===== src/rtl/ddr_wr_burst_ctrl_pkg.sv =====
// Shared types and widths for the DDR write-burst controller: FSM states,
// DDR user-port address/length/data widths and the frame base-address helper.
package ddr_wr_burst_ctrl_pkg;

  localparam int DDR_ADDR_W = 28;
  localparam int DDR_LEN_W  = 7;
  localparam int DDR_DATA_W = 128;
  localparam int FIFO_LVL_W = 12;

  typedef enum logic [1:0] {
    IDLE = 2'd0,
    CMD  = 2'd1,
    DATA = 2'd2
  } state_t;

  // Word address of the first word of frame buffer idx.
  function automatic logic [DDR_ADDR_W-1:0] frame_base(
    input logic [DDR_ADDR_W-1:0] base,
    input logic [1:0]            idx,
    input logic [DDR_ADDR_W-1:0] frame_words
  );
    return base + DDR_ADDR_W'(idx) * frame_words;
  endfunction

endpackage


===== src/rtl/ddr_wr_burst_ctrl_if.sv =====
// DDR user-port write channel: burst command handshake plus write-data handshake.
interface ddr_wr_burst_ctrl_if;
  import ddr_wr_burst_ctrl_pkg::*;

  logic                  cmd_valid;
  logic                  cmd_ready;
  logic [DDR_ADDR_W-1:0] cmd_addr;
  logic [DDR_LEN_W-1:0]  cmd_len;
  logic                  wdata_valid;
  logic                  wdata_ready;
  logic [DDR_DATA_W-1:0] wdata;
  logic                  wdata_last;

  modport master (
    output cmd_valid, cmd_addr, cmd_len, wdata_valid, wdata, wdata_last,
    input  cmd_ready, wdata_ready
  );

  modport slave (
    input  cmd_valid, cmd_addr, cmd_len, wdata_valid, wdata, wdata_last,
    output cmd_ready, wdata_ready
  );

endinterface


===== src/rtl/ddr_wr_skid_buf.sv =====
// Two-entry 128-bit skid buffer that absorbs the one-cycle FIFO read latency
// between the FIFO read port and the DDR write-data handshake.
module ddr_wr_skid_buf
  import ddr_wr_burst_ctrl_pkg::*;
(
  input  logic                  clk,
  input  logic                  rst,
  input  logic                  push,
  input  logic [DDR_DATA_W-1:0] push_data,
  input  logic                  pop,
  output logic [DDR_DATA_W-1:0] head_data,
  output logic [1:0]            count
);

  logic [DDR_DATA_W-1:0] mem_reg [2];
  logic                  wr_ptr_reg;
  logic                  rd_ptr_reg;
  logic [1:0]            count_reg;
  logic                  do_push;
  logic                  do_pop;

  assign do_pop  = pop && (count_reg != 2'd0);
  // A push into a full buffer is accepted only when the head leaves in the same cycle.
  assign do_push = push && ((count_reg != 2'd2) || do_pop);

  always_ff @(posedge clk) begin
    if (rst) begin
      wr_ptr_reg <= 1'b0;
      rd_ptr_reg <= 1'b0;
      count_reg  <= 2'd0;
    end else begin
      if (do_push) wr_ptr_reg <= ~wr_ptr_reg;
      if (do_pop)  rd_ptr_reg <= ~rd_ptr_reg;
      count_reg <= count_reg + {1'b0, do_push} - {1'b0, do_pop};
    end
  end

  always_ff @(posedge clk) begin
    if (do_push) mem_reg[wr_ptr_reg] <= push_data;
  end

  assign head_data = mem_reg[rd_ptr_reg];
  assign count     = count_reg;

endmodule


===== src/rtl/ddr_wr_burst_ctrl.sv =====
// Moves video frames from a FIFO into rotating DDR frame buffers as bursts.
// Define DDR_WR_BURST_STAT_EN to add the burst_cnt / frame_drop statistics outputs.
module ddr_wr_burst_ctrl
  import ddr_wr_burst_ctrl_pkg::*;
#(
  parameter int                    BURST_LEN   = 16,
  parameter int                    FRAME_WORDS = 115200,
  parameter logic [DDR_ADDR_W-1:0] BASE_ADDR   = 28'h0,
  parameter int                    NUM_BUFS    = 2
) (
  input  logic                  clk,
  input  logic                  rst,
  input  logic                  frame_start,
  input  logic [FIFO_LVL_W-1:0] fifo_rd_water_level,
  input  logic                  fifo_rd_empty,
  output logic                  fifo_rd_en,
  input  logic [DDR_DATA_W-1:0] fifo_rd_data,
  ddr_wr_burst_ctrl_if.master   ddr,
  output logic                  busy,
  output logic [1:0]            buf_idx
`ifdef DDR_WR_BURST_STAT_EN
  ,
  output logic [15:0]           burst_cnt,
  output logic                  frame_drop
`endif
);

  localparam int OFS_W_RAW = $clog2(FRAME_WORDS + 1);
  localparam int OFS_W     = (OFS_W_RAW > DDR_LEN_W) ? OFS_W_RAW : DDR_LEN_W + 1;

  state_t                state_reg, state_next;
  logic [OFS_W-1:0]      word_ofs_reg, word_ofs_next;
  logic [OFS_W-1:0]      words_left_reg, words_left_next;
  logic [1:0]            buf_idx_reg, buf_idx_next;
  logic                  fs_pending_reg, fs_pending_next;
  logic [DDR_LEN_W-1:0]  rd_cnt_reg;
  logic [DDR_LEN_W-1:0]  beat_cnt_reg;
  logic                  inflight_reg;

  logic [DDR_LEN_W-1:0]  blen;
  logic                  fs_eff;
  logic                  burst_ready;
  logic                  wvalid;
  logic                  wlast;
  logic                  beat_fire;
  logic                  rd_en;
  logic [1:0]            skid_count;
  logic [1:0]            occ_after;
  logic [DDR_DATA_W-1:0] skid_head;

  // Burst length is fixed for the whole CMD/DATA episode because words_left only moves at burst end.
  assign blen = (words_left_reg >= OFS_W'(BURST_LEN)) ? DDR_LEN_W'(BURST_LEN)
                                                      : words_left_reg[DDR_LEN_W-1:0];

  assign fs_eff      = frame_start || fs_pending_reg;
  assign burst_ready = (words_left_reg != '0) &&
                       (fifo_rd_water_level >= FIFO_LVL_W'(blen));

  assign wvalid    = (state_reg == DATA) && (skid_count != 2'd0);
  assign wlast     = wvalid && (beat_cnt_reg == blen - 7'd1);
  assign beat_fire = wvalid && ddr.wdata_ready;

  // Occupancy is counted after this cycle's pop so back-to-back beats keep one read in flight.
  assign occ_after = skid_count - {1'b0, beat_fire} + {1'b0, inflight_reg};
  assign rd_en     = (state_reg == DATA) && (occ_after < 2'd2) &&
                     (rd_cnt_reg < blen) && !fifo_rd_empty;

  ddr_wr_skid_buf u_skid (
    .clk       (clk),
    .rst       (rst),
    .push      (inflight_reg),
    .push_data (fifo_rd_data),
    .pop       (beat_fire),
    .head_data (skid_head),
    .count     (skid_count)
  );

  always_comb begin
    state_next      = state_reg;
    word_ofs_next   = word_ofs_reg;
    words_left_next = words_left_reg;
    buf_idx_next    = buf_idx_reg;
    fs_pending_next = fs_pending_reg;
    case (state_reg)
      IDLE: begin
        if (fs_eff) begin
          word_ofs_next   = '0;
          words_left_next = OFS_W'(FRAME_WORDS);
          buf_idx_next    = (buf_idx_reg == 2'(NUM_BUFS - 1)) ? 2'd0 : buf_idx_reg + 2'd1;
          fs_pending_next = 1'b0;
        end else if (burst_ready) begin
          state_next = CMD;
        end
      end
      CMD: begin
        if (frame_start) fs_pending_next = 1'b1;
        if (ddr.cmd_ready) state_next = DATA;
      end
      DATA: begin
        if (frame_start) fs_pending_next = 1'b1;
        if (beat_fire && wlast) begin
          state_next      = IDLE;
          word_ofs_next   = word_ofs_reg + OFS_W'(blen);
          words_left_next = words_left_reg - OFS_W'(blen);
        end
      end
      default: state_next = IDLE;
    endcase
  end

  always_ff @(posedge clk) begin
    if (rst) begin
      state_reg      <= IDLE;
      word_ofs_reg   <= '0;
      words_left_reg <= '0;
      buf_idx_reg    <= 2'd0;
      fs_pending_reg <= 1'b0;
      rd_cnt_reg     <= '0;
      beat_cnt_reg   <= '0;
      inflight_reg   <= 1'b0;
    end else begin
      state_reg      <= state_next;
      word_ofs_reg   <= word_ofs_next;
      words_left_reg <= words_left_next;
      buf_idx_reg    <= buf_idx_next;
      fs_pending_reg <= fs_pending_next;
      inflight_reg   <= rd_en;
      if (state_reg != DATA) begin
        rd_cnt_reg   <= '0;
        beat_cnt_reg <= '0;
      end else begin
        if (rd_en)     rd_cnt_reg   <= rd_cnt_reg + 7'd1;
        if (beat_fire) beat_cnt_reg <= beat_cnt_reg + 7'd1;
      end
    end
  end

  assign ddr.cmd_valid   = (state_reg == CMD);
  assign ddr.cmd_addr    = (state_reg == CMD)
                         ? frame_base(BASE_ADDR, buf_idx_reg, DDR_ADDR_W'(FRAME_WORDS)) +
                           DDR_ADDR_W'(word_ofs_reg)
                         : '0;
  assign ddr.cmd_len     = (state_reg == CMD) ? blen - 7'd1 : '0;
  assign ddr.wdata_valid = wvalid;
  assign ddr.wdata       = wvalid ? skid_head : '0;
  assign ddr.wdata_last  = wlast;
  assign fifo_rd_en      = rd_en;
  assign busy            = (state_reg != IDLE);
  assign buf_idx         = buf_idx_reg;

`ifdef DDR_WR_BURST_STAT_EN
  logic [15:0] burst_cnt_reg;
  logic        frame_drop_reg;
  logic        drop_now;

  assign drop_now = (state_reg == IDLE) && fs_eff && (words_left_reg != '0);

  always_ff @(posedge clk) begin
    if (rst) begin
      burst_cnt_reg  <= 16'd0;
      frame_drop_reg <= 1'b0;
    end else begin
      if (beat_fire && wlast) burst_cnt_reg <= burst_cnt_reg + 16'd1;
      frame_drop_reg <= drop_now;
    end
  end

  assign burst_cnt  = burst_cnt_reg;
  assign frame_drop = frame_drop_reg;
`endif

endmodule


===== src/flat_wrapper.sv =====
// flat-port wrapper written by rule: the top's interface ports become plain ports
module ddr_wr_burst_ctrl_flat import ddr_wr_burst_ctrl_pkg::*;
#(
  parameter int                    BURST_LEN   = 16,
  parameter int                    FRAME_WORDS = 115200,
  parameter logic [DDR_ADDR_W-1:0] BASE_ADDR   = 28'h0,
  parameter int                    NUM_BUFS    = 2
)
  (clk, rst, frame_start, fifo_rd_water_level, fifo_rd_empty, fifo_rd_en, fifo_rd_data, busy, buf_idx, ddr_cmd_valid, ddr_cmd_addr, ddr_cmd_len, ddr_wdata_valid, ddr_wdata, ddr_wdata_last, ddr_cmd_ready, ddr_wdata_ready);
  ddr_wr_burst_ctrl_if ddr_i ();
  input  logic clk;
  input  logic rst;
  input  logic frame_start;
  input  logic [FIFO_LVL_W-1:0] fifo_rd_water_level;
  input  logic fifo_rd_empty;
  output logic fifo_rd_en;
  input  logic [DDR_DATA_W-1:0] fifo_rd_data;
  output logic busy;
  output logic [1:0] buf_idx;
  output wire logic [$bits(ddr_i.cmd_valid)-1:0] ddr_cmd_valid;
  output wire logic [$bits(ddr_i.cmd_addr)-1:0] ddr_cmd_addr;
  output wire logic [$bits(ddr_i.cmd_len)-1:0] ddr_cmd_len;
  output wire logic [$bits(ddr_i.wdata_valid)-1:0] ddr_wdata_valid;
  output wire logic [$bits(ddr_i.wdata)-1:0] ddr_wdata;
  output wire logic [$bits(ddr_i.wdata_last)-1:0] ddr_wdata_last;
  input wire logic [$bits(ddr_i.cmd_ready)-1:0] ddr_cmd_ready;
  input wire logic [$bits(ddr_i.wdata_ready)-1:0] ddr_wdata_ready;
  assign ddr_cmd_valid = ddr_i.cmd_valid;
  assign ddr_cmd_addr = ddr_i.cmd_addr;
  assign ddr_cmd_len = ddr_i.cmd_len;
  assign ddr_wdata_valid = ddr_i.wdata_valid;
  assign ddr_wdata = ddr_i.wdata;
  assign ddr_wdata_last = ddr_i.wdata_last;
  assign ddr_i.cmd_ready = ddr_cmd_ready;
  assign ddr_i.wdata_ready = ddr_wdata_ready;
  ddr_wr_burst_ctrl #(.BURST_LEN(BURST_LEN), .FRAME_WORDS(FRAME_WORDS), .BASE_ADDR(BASE_ADDR), .NUM_BUFS(NUM_BUFS)) u_core (.clk(clk), .rst(rst), .frame_start(frame_start), .fifo_rd_water_level(fifo_rd_water_level), .fifo_rd_empty(fifo_rd_empty), .fifo_rd_en(fifo_rd_en), .fifo_rd_data(fifo_rd_data), .ddr(ddr_i), .busy(busy), .buf_idx(buf_idx));
endmodule

===== config.mk =====
export PLATFORM = sky130hd
export DESIGN_NAME = ddr_wr_burst_ctrl_flat
export DESIGN_NICKNAME = d
export VERILOG_FILES = /design/src/rtl/ddr_wr_burst_ctrl_pkg.sv /design/src/rtl/ddr_wr_burst_ctrl_if.sv /design/src/rtl/ddr_wr_skid_buf.sv /design/src/rtl/ddr_wr_burst_ctrl.sv /design/src/flat_wrapper.sv
export SDC_FILE = /design/constraint.sdc
export NUM_CORES = 1
export LEC_CHECK = 0
export BUFFER_PORTS_ARGS = -buffer_cell sky130_fd_sc_hd__clkbuf_2
export CORE_ASPECT_RATIO = 0.9
export CORE_MARGIN = 2
export CORE_UTILIZATION = 45
export CTS_CLUSTER_DIAMETER = 120
export DETAILED_ROUTE_END_ITERATION = 12
export PLACE_DENSITY_LB_ADDON = 0.2
export RECOVER_POWER = 50
export SYNTH_ARGS = -nofsm -noshare
export SYNTH_HDL_FRONTEND = slang
export SYNTH_HIERARCHICAL = 1
export SYNTH_SLANG_ARGS = --single-unit

===== constraint.sdc =====
create_clock -name clk -period 8.49 [get_ports clk]
set_clock_uncertainty 0.1 [all_clocks]
set_input_delay 0.4245 -clock clk [delete_from_list [all_inputs] [get_ports clk]]
set_output_delay 0.4245 -clock clk [all_outputs]
set_load 0.01 [all_outputs]

==> impl_results.rst, run 1 <==
.. list-table::
   :header-rows: 1

   * - Metric
     - Value
   * - Number of maximum-capacitance constraint violations
     - 0
   * - Mapped cell area
     - 14400 µm²
   * - Worst flop-to-flop path startpoint
     - u_core/words_left_reg[5]$_SDFFE_PP0P_
   * - First-pass DRT Iterations
     - 4
   * - GRT Residual Overflow
     - 0
   * - Unrepaired setup endpoints after global routing
     - false
   * - Clk buf depth
     - 3
   * - Most common cell on crit path
     - inv_1
   * - Final weighted congestion in routability-driven placement
     - 0.813
   * - Primary FF master, synth
     - edfxtp_1
   * - Number of top-level pins
     - 316
   * - Overall die width
     - 192 µm
   * - Count of nets left with antenna violations after detail routing
     - 0
   * - Max H-tree Level
     - 2
   * - Die H
     - 174 µm
   * - Ys async rst share
     - 0
   * - Worst Hold Slack
     - 35.5 ps
   * - Number of DRC violations after detailed routing
     - 0
   * - Gates resized, CTS repair
     - 0
   * - Total global-route track usage
     - 0.193
   * - Critical path, cell by cell
     - inv_1, ha_1, inv_1, nor2_4, nand2_1, clkinv_1, ha_1, nor2b_1, xnor2_1, or4_1, nor3_1, a21oi_1, inv_1, clkbuf_2
   * - Area growth syn-to-layout
     - 28.4%
   * - Final-layout fill cell count
     - 2696
   * - Antenna violations before repair
     - 0
   * - Ranking of synthesized cells by area
     - edfxtp_1 (53%), mux2_2 (10%), dfxtp_1 (8.2%), and2_1 (6.3%), ha_1 (3.6%)
   * - Nets@finish
     - 1684
   * - Die Outline Area
     - 33400 µm²
   * - Critical path fanouts, max
     - 42
   * - Leak Pwr
     - 6.92 nW
   * - Endpoint of the most critical setup path
     - fifo_rd_en
   * - Post-CTS setup-driven buffer insertion count
     - 0
   * - Vias per cell
     - 5.00
   * - Worst skew pair latency
     - 500 ps
   * - Core area
     - 31700 µm²
   * - Number of inserted diodes
     - 0
   * - Max stage delay on crit path
     - 720 ps
   * - Launch point of the critical path
     - u_core/state_reg[0]$_SDFFE_PP0P_
   * - Row cnt
     - 62
   * - Clock tree root buffer cell
     - clkbuf_16
   * - Total power draw
     - 4.04 mW
   * - Non-Filler Instances
     - 1940
   * - Post-Synthesis Cells
     - 1068
   * - Worst vdd rail ir drop
     - 0.170 mV
   * - Setup TNS
     - 0 ps
   * - Post-synthesis cell type count
     - 64
   * - Placed instance count
     - 1755
   * - Final min period
     - 5010 ps
   * - Top cell type by total area after synthesis
     - edfxtp_1
   * - Cell type of the slowest stage on the worst timing path
     - nor2_4
   * - Iteration-0 DRC count of the detailed router
     - 497
   * - Critical register-to-register path endpoint
     - u_core/words_left_reg[14]$_SDFFE_PP0P_
   * - Detailed placer's ending HPWL
     - 20600 µm
   * - Detailed-route wire length per cell
     - 16.9 µm
   * - Syn avg cell area
     - 13.5 µm²
   * - Type of element launching the critical path
     - flip-flop
   * - Worst R2R Setup Slack
     - 3490 ps
   * - TritonCTS Sinks
     - 315
   * - Number of buffers created by CTS
     - 37
   * - CTS tree
     - built
   * - Startpoint-to-endpoint class of the critical path
     - reg -> out
   * - Total detailed-routing wirelength
     - 32800 µm
   * - Register area
     - 8870 µm²
   * - Data arrival time of the worst path
     - 4490 ps
   * - Min-Delay Path Depth
     - 1
   * - Register bit total from synthesis
     - 315
   * - Clock-pin slew of the registers on the worst-case setup and hold paths
     - 60 ps
   * - Final worst-path cycle share
     - 0.591
   * - Outcome
     - finished clean
   * - Total vias in the final route
     - 9708
   * - Count of buffers inserted at the top-level ports
     - 307
   * - Wire length of the first global-routing pass
     - 50900 µm
   * - Pins Over Slew Limit
     - 0
   * - Critical Path Sink Type
     - primary output
   * - Power Dens Cells
     - 219 nW/µm²
   * - Actual transition at the worst max-transition pin
     - 1030 ps
   * - Critical Path RT
     - 7970 ps
   * - Largest net degree at the start of global routing
     - 92
   * - Area fraction of the dominant cell type after synthesis
     - 0.535
   * - Number of failing setup endpoints in the final timing report
     - 0
   * - Number of flops mapped to enable cells by yosys
     - 256
   * - Number of hold violations in the final report
     - 0
   * - Max FFs per register
     - 256
   * - Slew margin rel.
     - 0.314
   * - Min-Delay Path Class
     - in -> reg
   * - Area taken by multi-input logic gates
     - 5050 µm²
   * - Sequential element share of the synthesized area
     - 0.617
   * - Initial cell density of the core
     - 0.454
   * - Ys Warns
     - 6
   * - Number of cells traversed by the worst register-to-register path
     - 12
   * - Top achievable clock speed
     - 0.199 GHz
   * - Via count of the first global-routing pass
     - 9762
   * - Fraction of final layout cells with drive strength greater than 1
     - 0.270
-- layout make-up --
class,instances,share of cell area
clock buffers,46,0.0548
clock inverters,22,0.0132
flip-flops and latches,315,0.481
well taps,416,0.0282
inverters,32,0.00651
repair buffers,432,0.143
multi-input cells,677,0.274
-- metrics by stage --
| step | util | setup WS, ps | instance area [µm²] |
|---|---|---|---|
| 6_report | 0.583 | 3480 | 18500 |
| 5_1_grt | 0.583 | 2890 | 18500 |
| 4_1_cts | 0.588 | 3370 | 18600 |
| 3_5_place_dp | 0.512 | 3550 | 16200 |
| 3_3_place_gp | 0.512 | 3690 | 16200 |
| 2_1_floorplan | - | 1130 | 14400 |
-- metal layers --
metal  up-vias  GRT usage  part of all wire
li1       4721          -                 -
met3        43     0.0445             0.069
met4         0     0.0458             0.018
met5         -          0                 0
met1      4675      0.252              0.44
met2       269      0.325              0.47
-- cells in the mapped netlist (all sizes together) (3+ instances only) --
master  instances
edfxtp        256
mux2i           6
a21o            6
nor2b           6
and3            3
dfxtp          59
nor2           56
inv            31
nand2b         10
o21ai          18
nor3           11
or3            14
a31o            3
clkbuf         26
ha             41
nand2          39
buf            32
xnor2          19
o31ai          13
a31oi           7
and2          145
xor2           12
or4            18
nand3          19
o311ai          3
a21oi          43
nand4           9
nor4            6
mux2          129
-- critical path: cells and delay by family (launching register included) --
kind	cells	cell delay (ps)
buf+inv	5	880
simple gates	5	1690
compound gates	1	250
flops	1	320
xor+xnor	1	70
fa+ha+maj	2	750
-- where the power goes --
group | leakage [nW] | total (mW) | switching (mW) | internal [mW]
registers | 2.78 | 1.78 | 0.0413 | 1.73
logic | 3.53 | 0.650 | 0.405 | 0.246
clock network | 0.611 | 1.61 | 0.613 | 1.00
-- cell usage in the layout (no fill, tap or decap), types with 18 or more instances in the layout --
cell	count
nand3_1	19
mux2_2	128
and2_0	39
clkbuf_1	110
xnor2_1	19
nor2_1	53
clkbuf_2	204
clkbuf_16	39
dlygate4sd3_1	117
ha_1	41
edfxtp_1	256
and2_1	106
dfxtp_1	58
inv_1	30
nand2_1	39
o21ai_0	18
a21oi_1	43
-- timing repair --
action,in CTS,in global routing
hold endpoints to repair,225,6
setup endpoints to repair,0,0
hold buffers,114,3
-- kinds of logic (layout without fill, tap and decap cells) --
family                   count (synthesis)  after routing  synth area share
buffers and inverters                   90            532            0.0339
AO/OA/AOI/OAI                          110            110            0.0522
XOR/XNOR                                31             31            0.0189
multiplexers                           135            135             0.105
adder cells (fa/ha/maj)                 43             43            0.0385
flip-flops                             315            315             0.617
other                                    2             16          0.000522
AND/OR/NAND/NOR                        342            342             0.134
-- worst min-delay path by stage --
stage / from / endpoint / slack, ps
finish: fifo_rd_data[0] / u_core/u_skid/mem_reg[0][0]$_DFFE_PP_ / 40
detailed placement: u_core/word_ofs_reg[3]$_SDFFE_PP0P_ / u_core/word_ofs_reg[3]$_SDFFE_PP0P_ / 360
CTS: fifo_rd_data[88] / u_core/u_skid/mem_reg[1][88]$_DFFE_PP_ / 0.8
floorplan: u_core/word_ofs_reg[0]$_SDFFE_PP0P_ / u_core/word_ofs_reg[0]$_SDFFE_PP0P_ / 340
global placement: u_core/fs_pending_reg$_SDFFE_PP0P_ / u_core/fs_pending_reg$_SDFFE_PP0P_ / 360
global route: fifo_rd_data[43] / u_core/u_skid/mem_reg[0][43]$_DFFE_PP_ / 30
(Power assumes the default switching activity.)
==> run 2: changes to the inputs <==
==> constraint.sdc (replaced) <==
create_clock -name clk -period 4.95 [get_ports clk]
set_clock_uncertainty 0.1 [all_clocks]
set_input_delay 0.2475 -clock clk [delete_from_list [all_inputs] [get_ports clk]]
set_output_delay 0.2475 -clock clk [all_outputs]
set_load 0.01 [all_outputs]
==> run 2 against run 1 <==
The flow now finishes with violations (capacitance limit). Clock power increased by 45%. Final cell count increased by 0.62%. Flip-flop and latch count unchanged. Count of clock-buffer cells in the layout unchanged. Register-to-register slack got worse by 3100 ps. Non-clock buffer count increased by 15. Via count increased by 1.5%. Critical path type is now reg -> reg. Largest power group unchanged.
==> impl_results.rst, run 2 (synthesized netlist as in run 1, its figures left out) <==
.. list-table::
   :header-rows: 1

   * - Metric
     - Value
   * - Core area
     - 31700 µm²
   * - Row cnt
     - 62
   * - Clock-pin slew of the registers on the worst-case setup and hold paths
     - 60 ps
   * - Critical path fanouts, max
     - 21
   * - Endpoint of the most critical setup path
     - u_core/words_left_reg[16]$_SDFFE_PP0P_
   * - Type of element launching the critical path
     - flip-flop
   * - Worst flop-to-flop path startpoint
     - u_core/words_left_reg[5]$_SDFFE_PP0P_
   * - Leak Pwr
     - 6.89 nW
   * - Wire length of the first global-routing pass
     - 51800 µm
   * - Standard cell area after detailed placement
     - 16300 µm²
   * - Worst vdd rail ir drop
     - 0.287 mV
   * - Met2 Routed Length
     - 15800 µm
   * - Number of hold violations in the final report
     - 0
   * - Detailed-route wire length per cell
     - 17.2 µm
   * - GRT Residual Overflow
     - 0
   * - Worst R2R Setup Slack
     - 360 ps
   * - Highest signal layer in the routed design
     - met4
   * - Final weighted congestion in routability-driven placement
     - 0.834
   * - TritonCTS Sinks
     - 315
   * - Top achievable clock speed
     - 0.218 GHz
   * - Vias per cell
     - 5.05
   * - Pins Over Slew Limit
     - 0
   * - Final worst-path cycle share
     - 0.927
   * - Actual transition at the worst max-transition pin
     - 1470 ps
   * - Number of DRC violations after detailed routing
     - 0
   * - Non-Filler Instances
     - 1952
   * - Commonest cells after routing, fill and taps aside
     - edfxtp_1 (256), clkbuf_2 (202), dlygate4sd3_1 (129), mux2_2 (128), and2_1 (119)
   * - Critical Path RT
     - 5270 ps
   * - Iteration-0 DRC count of the detailed router
     - 545
   * - Min-Delay Path Class
     - in -> reg
   * - Setup TNS
     - 0 ps
   * - Number of buffers created by CTS
     - 35
   * - Antenna violations before repair
     - 2
   * - Placed instance count
     - 1758
   * - Launch point of the critical path
     - u_core/words_left_reg[5]$_SDFFE_PP0P_
   * - Critical register-to-register path endpoint
     - u_core/words_left_reg[16]$_SDFFE_PP0P_
   * - Critical Path Sink Type
     - flip-flop
   * - Number of maximum-capacitance constraint violations
     - 1
   * - Die H
     - 174 µm
   * - Clk buf depth
     - 3
   * - Number of cells traversed by the worst register-to-register path
     - 12
   * - Count of nets left with antenna violations after detail routing
     - 0
   * - Final min period
     - 4590 ps
   * - First-pass DRT Iterations
     - 5
   * - Slew margin rel.
     - 0.0128
   * - Commonest non-fill, non-tap cell in the layout
     - edfxtp_1
   * - Detailed placer's ending HPWL
     - 21100 µm
   * - Number of top-level pins
     - 316
   * - Startpoint-to-endpoint class of the critical path
     - reg -> reg
   * - Nets@finish
     - 1698
   * - Post-CTS setup-driven buffer insertion count
     - 0
   * - Overall die width
     - 192 µm
   * - CTS tree
     - built
   * - Count of buffers inserted at the top-level ports
     - 307
   * - Total vias in the final route
     - 9850
   * - Data arrival time of the worst path
     - 4900 ps
   * - Worst skew pair latency
     - 500 ps
   * - Unrepaired setup endpoints after global routing
     - false
   * - Max H-tree Level
     - 2
   * - Clock tree root buffer cell
     - clkbuf_16
   * - Number of failing setup endpoints in the final timing report
     - 0
   * - Total global-route track usage
     - 0.194
   * - Design area
     - 18400 µm²
   * - Max FFs per register
     - 256
   * - Total detailed-routing wirelength
     - 33500 µm
   * - Power Dens Cells
     - 356 nW/µm²
   * - Violations in the final reports
     - capacitance limit
   * - Initial cell density of the core
     - 0.454
   * - Total met3 wirelength after detailed routing
     - 2350 µm
   * - Area growth syn-to-layout
     - 28.0%
   * - Largest net degree at the start of global routing
     - 83
   * - Total power draw
     - 6.55 mW
   * - Fraction of final layout cells with drive strength greater than 1
     - 0.263
   * - Die Outline Area
     - 33400 µm²
   * - Outcome
     - complete, but fails checks
   * - Via count of the first global-routing pass
     - 10011
   * - Detailed-routing wirelength on met1
     - 14800 µm
-- run 2: changes by cell type in the layout (fill, tap and decap cells not counted), sizes merged, moves of 2 or more --
cell,before,now
buf,7,10
bufinv,5,0
clkinvlp,2,0
diode,0,2
dlygate4sd3,117,129
-- run 2: per-stage QoR --
stage               worst slack [ps]  utilization  hold slack [ps]
floorplan                       -248            -              219
global placement                 553        0.514              336
detailed placement               348        0.514              341
CTS                              323        0.587             5.70
global route                     116        0.582             30.0
finish                           362        0.582             9.72
-- run 2: how the worst min path moves through the flow --
stage | startpoint | endpoint | depth (start not counted)
6_report | ddr_wdata_ready | u_core/beat_cnt_reg[1]$_SDFFE_PP0P_ | 4
5_1_grt | ddr_wdata_ready | u_core/beat_cnt_reg[1]$_SDFFE_PP0P_ | 4
4_1_cts | ddr_wdata_ready | u_core/beat_cnt_reg[1]$_SDFFE_PP0P_ | 4
3_5_place_dp | fifo_rd_data[98] | u_core/u_skid/mem_reg[0][98]$_DFFE_PP_ | 1
3_3_place_gp | fifo_rd_data[71] | u_core/u_skid/mem_reg[0][71]$_DFFE_PP_ | 1
2_1_floorplan | rst | u_core/u_skid/count[0]$_SDFF_PP0_ | 1
-- run 2: timing repair --
| action | CTS | global route |
|---|---|---|
| endpoints found under the hold margin | 257 | 0 |
| setup endpoints to repair | 0 | 6 |
| resized for setup | 0 | 0 |
| hold buffers | 129 | 0 |
-- run 2: cell type report --
| type | count | area [µm²] |
|---|---|---|
| Clock inverter | 16 | 86.3 |
| Tap cell | 416 | 520 |
| Inverter | 32 | 120 |
| Sequential cell | 315 | 8870 |
| Timing Repair Buffer | 447 | 2780 |
| Multi-Input combinational cell | 678 | 5080 |
| Antenna cell | 2 | 5.00 |
| Clock buffer | 46 | 938 |
| Fill cell | 2673 | 13200 |
-- run 2: where the power goes --
part | internal, mW | switching (mW) | total [mW]
Combinational | 0.450 | 0.728 | 1.18
Clock | 1.34 | 0.992 | 2.33
Sequential | 2.98 | 0.0731 | 3.05
-- run 2: metal layers --
metal	up-vias	global-route usage
met4	0	0.0515
met5	-	0
met3	52	0.0449
li1	4754	-
met2	309	0.325
met1	4735	0.255
-- run 2: critical path: stages (launching register included) --
cell       delay [ps]
dfxtp_1           380
or4_1             700
nor2_1            260
nand2_2           180
inv_1             200
nand2_1           190
ha_1              370
a21oi_1           250
a2111oi_1         100
o311a_2           430
a31oi_2           940
o31ai_1           200
a31oi_1           190
